==> config.mk <==
export PLATFORM = sky130hd
export DESIGN_NAME = result_collector
export DESIGN_NICKNAME = d
export VERILOG_FILES = /design/src/rtl/result_collector_pkg.sv /design/src/rtl/result_fifo.sv /design/src/rtl/result_collector.sv
export SDC_FILE = /design/constraint.sdc
export NUM_CORES = 1
export LEC_CHECK = 0
export ABC_AREA = 1
export CAP_MARGIN = 20
export CELL_PAD_IN_SITES_DETAIL_PLACEMENT = 1
export CELL_PAD_IN_SITES_GLOBAL_PLACEMENT = 2
export CORE_MARGIN = 5
export CORE_UTILIZATION = 25
export CTS_BUF_LIST = sky130_fd_sc_hd__clkbuf_8
export CTS_CLUSTER_SIZE = 20
export DETAILED_ROUTE_END_ITERATION = 8
export DONT_BUFFER_PORTS = 1
export HOLD_SLACK_MARGIN = 0.03
export PLACE_DENSITY_LB_ADDON = 0.1
export SYNTH_ARGS = -nofsm -noshare
export SYNTH_HDL_FRONTEND = slang
export SYNTH_SLANG_ARGS = --single-unit
==> constraint.sdc <==
create_clock -name clk -period 4.5 [get_ports clk]
set_input_delay 1.35 -clock clk [delete_from_list [all_inputs] [get_ports clk]]
set_output_delay 1.35 -clock clk [all_outputs]
set_load 0.02 [all_outputs]
==> src/rtl/result_collector_pkg.sv <==
// Shared definitions for the result collector: FSM encoding and default sizing.
// Latency: n/a (types and constants only).
// Backpressure: n/a.
package result_collector_pkg;

    localparam int DEF_WIDTH = 16;
    localparam int DEF_WORDS = 4;

    typedef enum logic [2:0] {
        IDLE  = 3'd0,
        START = 3'd1,
        RUN   = 3'd2,
        FLUSH = 3'd3
    } state_t;

endpackage

==> src/rtl/result_fifo.sv <==
// Generic synchronous FIFO with registered storage, wrapping pointers and occupancy count.
// Latency: a word pushed at an edge is at the head right after that edge when the FIFO was empty.
// Backpressure: push while full is dropped unless a pop happens in the same cycle.
module result_fifo #(
    parameter int WIDTH = 16,
    parameter int DEPTH = 4
) (
    input  logic                       clk,
    input  logic                       rst,
    input  logic                       push,
    input  logic [WIDTH-1:0]           push_data,
    input  logic                       pop,
    output logic [WIDTH-1:0]           head_data,
    output logic                       full,
    output logic                       empty,
    output logic [$clog2(DEPTH+1)-1:0] count
);

    localparam int PW = (DEPTH > 1) ? $clog2(DEPTH) : 1;
    localparam int CW = $clog2(DEPTH + 1);

    logic [WIDTH-1:0] mem [DEPTH];
    logic [PW-1:0]    wr_ptr;
    logic [PW-1:0]    rd_ptr;
    logic             push_ok;
    logic             pop_ok;

    // Pointers wrap modulo DEPTH so non-power-of-two depths work too.
    function automatic logic [PW-1:0] ptr_inc(input logic [PW-1:0] p);
        return (p == PW'(DEPTH - 1)) ? '0 : p + PW'(1);
    endfunction

    assign empty     = (count == '0);
    assign full      = (count == CW'(DEPTH));
    assign pop_ok    = pop && !empty;
    // A pop in the same cycle frees the slot, so a push into a full FIFO is legal then.
    assign push_ok   = push && (!full || pop_ok);
    assign head_data = mem[rd_ptr];

    // Storage array; cleared on reset so the head reads zero out of reset.
    always_ff @(posedge clk or negedge rst) begin
        if (!rst) begin
            for (int i = 0; i < DEPTH; i++) begin
                mem[i] <= '0;
            end
        end else if (push_ok) begin
            mem[wr_ptr] <= push_data;
        end
    end

    // Read/write pointers and occupancy tracking.
    always_ff @(posedge clk or negedge rst) begin
        if (!rst) begin
            wr_ptr <= '0;
            rd_ptr <= '0;
            count  <= '0;
        end else begin
            if (push_ok) wr_ptr <= ptr_inc(wr_ptr);
            if (pop_ok)  rd_ptr <= ptr_inc(rd_ptr);
            case ({push_ok, pop_ok})
                2'b10:   count <= count + CW'(1);
                2'b01:   count <= count - CW'(1);
                default: count <= count;
            endcase
        end
    end

endmodule

==> src/rtl/result_collector.sv <==
// Starts the wrapper, collects WORDS result words per job into a FIFO and streams them downstream.
// Latency: a word written at edge N is offered on out_valid from edge N (sampled at N+1) when the FIFO is empty.
// Backpressure: out_ready stalls the FIFO; a write into a full FIFO without a pop is dropped and flags err.
module result_collector
    import result_collector_pkg::*;
#(
    parameter int WIDTH = DEF_WIDTH,
    parameter int WORDS = DEF_WORDS
) (
    input  logic             clk,
    input  logic             rst,
    input  logic             go,
    output logic             w_start,
    input  logic             wDone,
    input  logic             wr_req,
    input  logic [WIDTH-1:0] wr_data,
    output logic             out_valid,
    output logic [WIDTH-1:0] out_data,
    output logic             out_last,
    input  logic             out_ready,
    output logic             busy,
    output logic             err
);

    localparam int JW = $clog2(WORDS) + 1;

    state_t                     state;
    state_t                     state_nxt;
    logic [JW-1:0]              job_cnt;
    logic                       go_ok;
    logic                       push;
    logic                       pop;
    logic                       overflow;
    logic                       fifo_full;
    logic                       fifo_empty;
    logic [WIDTH:0]             fifo_head;
    logic [$clog2(WORDS+1)-1:0] fifo_count;

    assign go_ok    = (state == IDLE) && go && wDone;
    assign push     = (state == RUN) && wr_req;
    assign pop      = out_valid && out_ready;
    assign overflow = push && fifo_full && !pop;

    // Each entry carries a last flag alongside the data, fixed when the word is written.
    result_fifo #(
        .WIDTH (WIDTH + 1),
        .DEPTH (WORDS)
    ) u_fifo (
        .clk       (clk),
        .rst       (rst),
        .push      (push),
        .push_data ({(job_cnt == JW'(WORDS - 1)), wr_data}),
        .pop       (pop),
        .head_data (fifo_head),
        .full      (fifo_full),
        .empty     (fifo_empty),
        .count     (fifo_count)
    );

    assign out_valid = !fifo_empty;
    assign out_data  = fifo_head[WIDTH-1:0];
    assign out_last  = fifo_head[WIDTH] && !fifo_empty;

    // FSM state register.
    always_ff @(posedge clk or negedge rst) begin
        if (!rst) state <= IDLE;
        else      state <= state_nxt;
    end

    // Next-state logic and state-decoded outputs.
    always_comb begin
        state_nxt = state;
        w_start   = 1'b0;
        busy      = 1'b1;
        case (state)
            IDLE: begin
                busy = 1'b0;
                if (go_ok) state_nxt = START;
            end
            START: begin
                w_start = 1'b1;
                // Wrapper has left idle once wDone drops; release start after that.
                if (!wDone) state_nxt = RUN;
            end
            RUN: begin
                if (wr_req && (job_cnt == JW'(WORDS - 1))) state_nxt = FLUSH;
            end
            FLUSH: begin
                if ((fifo_count == '0) && wDone) state_nxt = IDLE;
            end
            default: state_nxt = IDLE;
        endcase
    end

    // Job word counter; counts dropped words too so an overflowing job still terminates.
    always_ff @(posedge clk or negedge rst) begin
        if (!rst)       job_cnt <= '0;
        else if (go_ok) job_cnt <= '0;
        else if (push)  job_cnt <= job_cnt + JW'(1);
    end

    // Sticky error: set on overflow or stray writes, cleared only by an accepted go.
    always_ff @(posedge clk or negedge rst) begin
        if (!rst)                                     err <= 1'b0;
        else if (go_ok)                               err <= 1'b0;
        else if (overflow || (wr_req && state != RUN)) err <= 1'b1;
    end

endmodule

Yosys cells after proc, flatten, opt, wreduce, memory -nomap -nowiden
Cells that the tools add are included.

operators by class
  add/subtract/negate cells = 5
  order comparisons = 3
  equality and inequality tests = 14
  muxes and demuxes = 20
  bitwise logic cells = 2
  reductions and logical operators = 24

operators with widths
  operator                                                                       count
  68-bit bitwise mux                                                             1
  17-bit 2-to-1 mux                                                              3
  17-bit binary-select mux with 2-bit select                                     1
  17-bit demux with 2-bit select                                                 1
  3-bit 2-to-1 mux                                                               6
  1-bit logical AND                                                              13
  3-bit case mux with 4 select lines                                             1
  3-bit by 2-bit == test with 1-bit output (second input constant)               3
  3-bit by 1-bit adder with 3-bit output (second input constant)                 2
  2-bit == test (second input constant)                                          3
  3-bit greater-or-equal comparator (second input constant)                      2
  3-bit zero test                                                                2
  2-bit inequality test (second input constant)                                  3
  2-bit inverter with 3-bit output                                               2
  3-bit case mux with 2 select lines                                             1
  2-bit nonzero test                                                             3
  2-bit by 1-bit adder with 2-bit output (second input constant)                 2
  1-bit 2-to-1 mux                                                               4
  2-bit 2-to-1 mux                                                               2
  4-bit AND reduction                                                            1
  3-bit by 1-bit == test with 1-bit output (second input constant)               1
  3-bit == test (second input constant)                                          1
  1-bit zero test                                                                3
  3-bit by 1-bit less-than comparator with 1-bit output (second input constant)  1
  5 further kinds                                                                6

storage, ports and cells
  register bits = 82
  input bits = 22
  output and inout port bits = 21
  logic and storage cells = 78

Depth between registers and ports, before layout
  depth after elaboration = 8
  gate-level depth with buffers = 12
  gate-level depth less buffers = 12

Cells and area by module
Synthesis repeated with hierarchy kept, for this count alone.

unflattened totals
  cells, all modules = 442
  area total of the unflattened synthesis = 3,913.8 um^2

by module, submodules not included
  module            instances  cells each  area an instance (um^2)  sequential area each (um^2)
  result_fifo       1          386         3,473.3                  1,876.8
  result_collector  1          56          440.4                    150.1

Least setup slack after synthesis
Ideal clock, no wire load.

  path kind = input to register
  from = in out_ready
  to = reg u_fifo.count[2]
  setup time = 79 ps
  arrival time = 2,637 ps
  required time = 4,421 ps
  setup slack = 1,784 ps
  cell stages on the path = 10
  buffers on the path = 0
  path through = nor2_2 -> nand2_4 -> nand2_1 -> ha_1 -> inv_1 -> fa_1 -> nor2_1 -> nor2_1 -> nand2_1 -> xor2_1

on the way
  word-level cells in the longest chain between the ends = 6
  elaborated cells on any way between the ends = 8
  classes of those cells = eq/ne (2); mux (1); reduce/logical (5)

RTL lines
  element                                                                    RTL line                source
  from (decl)                                                                result_collector.sv:20  input logic out_ready,
  1-bit logical AND *                                                        result_collector.sv:41  assign pop = out_valid && out_ready;
  1-bit logical AND *                                                        result_fifo.sv:35       assign pop_ok = pop && !empty;
  1-bit logical OR                                                           result_fifo.sv:37       assign push_ok = push && (!full || pop_ok);
  1-bit logical AND                                                          result_fifo.sv:37
  2-bit by 1-bit == test with 1-bit output or 2-bit == test (tied branches)  result_fifo.sv:60       case ({push_ok, pop_ok})
  3-bit case mux with 2 select lines or 2-bit nonzero test (tied branches)   n/a
  to (signal assigned)                                                       result_fifo.sv:61       2'b10: count <= count + CW'(1);
  to (signal assigned)                                                       result_fifo.sv:62       2'b01: count <= count - CW'(1);
  to (signal assigned)                                                       result_fifo.sv:63       default: count <= count;
  to (decl)                                                                  result_fifo.sv:16       output logic [$clog2(DEPTH+1)-1:0] count

Every way passes the cells marked *; elsewhere a longest branch is shown, timed or not.
A chain may end at the register's enable or synchronous reset.

Worst setup path after layout
  from = reg u_fifo.rd_ptr[1]
  to = out out_last

on the way
  word-level cells in the longest chain between the ends = 5

RTL lines
  element                                                 RTL line                source
  from (decl)                                             result_fifo.sv:24       logic [PW-1:0] rd_ptr;
  from (signal assigned)                                  result_fifo.sv:59       if (pop_ok) rd_ptr <= ptr_inc(rd_ptr);
  2-bit inverter with 3-bit output (implied by the code)  result_fifo.sv:38       assign head_data = mem[rd_ptr];
  17-bit binary-select mux with 2-bit select              result_fifo.sv:38
  17-bit 2-to-1 mux (implied by the code) (2 in series)   result_fifo.sv:38
  1-bit logical AND                                       result_collector.sv:62  assign out_last = fifo_head[WIDTH] && !fifo_empty;
  to (decl)                                               result_collector.sv:19  output logic out_last,

No other way between the ends. The select of a mux whose other input is x is not followed.

==> summary.md <==
| Metric | Value |
|---|---|
| Count of final hold-check violations | 0 |
| Critical path class | reg -> out |
| Ranking of synthesized cells by area | dfrtp_1, o21ai_2, nand2_1 |
| Net count reported at finish | about 460 |
| Final Total Pwr | 3193 µW |
| Slew Viols, Final | 0 |
| Most instantiated library cell after synthesis | nand2_1 |
| Post-DP HPWL | about 6.4 mm |
| Status | completed |
| Asr flop ratio synth | 100.0% |
| Number of flops mapped to enable cells by yosys | 0 |
| Die width | ~140 µm |
| GR Overflow Total | 0 |
| Worst slew pin tran | 0.7921 ns |
| Setup TNS | 0 ns |
| Register clock-pin slew on the reported worst setup and hold paths | ~0.09 ns |
| DR WL/cell | ~16 µm |
| Sequential power share | 39.9% |
| Root Driver | clkbuf_8 |
| Lkg Pwr | 0.001986 µW |
| Top_reg_cell synth | dfrtp_1 |
| Number of gates resized after cts | 0 |
| Final period util | 83.31% |
| Peak supply drop | 207.2 µV |
| Syn nets | 463 |
| Final clock skew | about 0.0092 ns |
| Vias in the first global route | 3,022 |
| Synth warn | 0 |
| Most frequent cells after synthesis | nand2_1, dfrtp_1, nor2_1 |
| Area added between synthesis and finish | 7.444% |
| Combinational power share | between 40% and 50% |
| Max_slew headroom | 47.13% |
| Final ANT Viol Nets | 0 |
| Core Region | 15,770 µm² |
| DR pass1 iterations | 4 |
| Netlist Area Pre-Place | ~4000 µm² |
| Internal power | 1766 µW |
| H-tree depth | 3 |
| Final min period | between 3 and 4 ns |
| Initial antenna violation count | 0 |
| CTS Buffer Depth | 2 |
| Clock Latency Late Sink | ~0.36 ns |
| Min-Delay Path Class | reg -> reg |
| Setup Buffers After CTS | 0 |
| Share of cells above drive strength 1 | 16.94% |
| Fin util | 27.25% |
| Die area | approximately 19,000 µm² |
| Starting Density | 25.36% |
| Clock share of power | 16.5% |
| Clock tree sinks | 81 |
| Die Span Y | 136.5 µm |
| DRC Markers | 0 |
| Syn avg cell area | 9.346 µm² |
| Vias/cell | ~4.4 |
| Post-synth cell types | 26 |
| Sw Ratio | 44.69% |
| Synth Register Bits | 81 |
| Initial drt markers | 107 |
| Top-level port count | 43 |
| CTS Buf Count | 9 |
| Largest net degree at the start of global routing | 82 |
| Post-synthesis sequential area ratio | 50.67% |
| Critical path capture point type | output port |
| GPL Wtd Cong | 0.7059 |
| Critical Path AT | 2.40 ns |
| Max-cap viol count | 0 |
| Worst path required time | roughly 3.2 ns |
| Critical path launch point type | flip-flop |
| Port bufs | 0 |
| Crit Path Max Fanout | 19 |
| Fmax | 266.7 MHz |
| Cells after synthesis | 428 |
| First-pass GRT wire length | 16.88 mm |
| Vias | 2,821 |
| Post-Route WL | 10.21 mm |
| Pwr per Cell Area | 742.9 nW/µm² |
| CTS tree | yes |
| Top-area cell type share of the netlist area | 50.67% |
| RSZ-0062 raised after global routing | no |
| Row count | 46 |
| Ant diodes | 0 |
| Cell taking the most area after synthesis | dfrtp_1 |
| Final setup vio count | 0 |
| Total GRT Usage | 11.94% |
| Sw power | 1427 µW |
| Hold Buf Count CTS | 0 |
-- cells by family (layout without fill, tap and decap cells) --
kind of cell    count (synthesis)  in the layout  share of synthesized area, %
buf+inv                        54             51                         7.570
flops                          81             81                         50.67
fa+ha+maj                      13             13                         4.254
compound gates                128            128                         20.86
simple gates                  149            149                         15.98
xor+xnor                        3              3                        0.6570
-- through the flow --
| step | hold WS, ns | cell area, µm² | setup WS (ns) | std cells |
|---|---|---|---|---|
| 6_report | 0.4816 | 4298 | 0.7509 | 641 |
| 5_1_grt | 0.4968 | 4298 | 0.4345 | 641 |
| 4_1_cts | 0.4871 | 4298 | 0.6282 | 641 |
| 3_5_place_dp | 0.4640 | 4111 | 1.047 | 625 |
| 3_3_place_gp | 0.4581 | 4111 | 1.128 | 625 |
| 2_1_floorplan | 0.4496 | 4000 | 1.784 | 428 |
-- layout by cell type, fill, tap and decap left out, drive strengths merged --
cell type	n
a21oi	5
xor2	2
buf	2
bufinv	1
inv	33
a21boi	1
xnor2	1
o21ai	105
nand2	92
nand3	8
dfrtp	81
o22ai	16
nor2	49
fa	1
ha	12
clkinv	6
clkbuf	9
a211oi	1
-- power groups by stage --
stage          Clock, µW  Sequential (µW)  Combinational (µW)
6_report             526             1270                1390
4_1_cts              562             1280                1440
5_1_grt              593             1330                1580
3_3_place_gp           0             1280                1410
2_1_floorplan          0             1220                1180
3_5_place_dp           0             1290                1430
-- registers in the layout, summed over array words and instances, names as in the netlist --
signal,cells
err,1
u_fifo.rd_ptr,2
u_fifo.mem,68
state,2
job_cnt,3
u_fifo.count,3
u_fifo.wr_ptr,2
-- critical path, cell delays in order (launching register included) --
cell and delay, ns:
dfrtp_1 0.77, inv_1 0.58, nor2_1 0.20, o21ai_0 0.12, a21boi_0 0.19, buf_4 0.17
-- worst paths after layout --
| path | cells past startpoint | slack (ns) | start | end |
|---|---|---|---|---|
| setup reg to reg | 12 | 2.21 | state[0] | u_fifo.count[2] |
| max in group asynchronous | 0 | 3.70 | rst | u_fifo.mem[67] |
| hold / removal | 2 | 0.48 | u_fifo.mem[27] | u_fifo.mem[27] |
| min in group asynchronous | 0 | 0.68 | rst | u_fifo.mem[40] |
| setup / recovery | 5 | 0.75 | u_fifo.rd_ptr[1] | out_last |
| hold reg to reg | 2 | 0.48 | u_fifo.mem[27] | u_fifo.mem[27] |
-- per-layer routing --
metal | vias up | track usage [%] | wire (µm)
li1 | 1401 | - | -
met4 | 0 | 2.688 | 94
met2 | 44 | 19.25 | 4888
met3 | 7 | 4.669 | 481
met5 | - | 0 | 0
met1 | 1369 | 15.15 | 4746
-- area by class of cell --
class,instances,area (µm²)
clock inverters,7,62.56
repair buffers,2,15.01
flip-flops and latches,81,2027
well taps,216,270.3
clock buffers,9,123.9
fillers,1868,11470
multi-input cells,293,1670
inverters,33,128.9
Power figures use the tool's default switching activity.
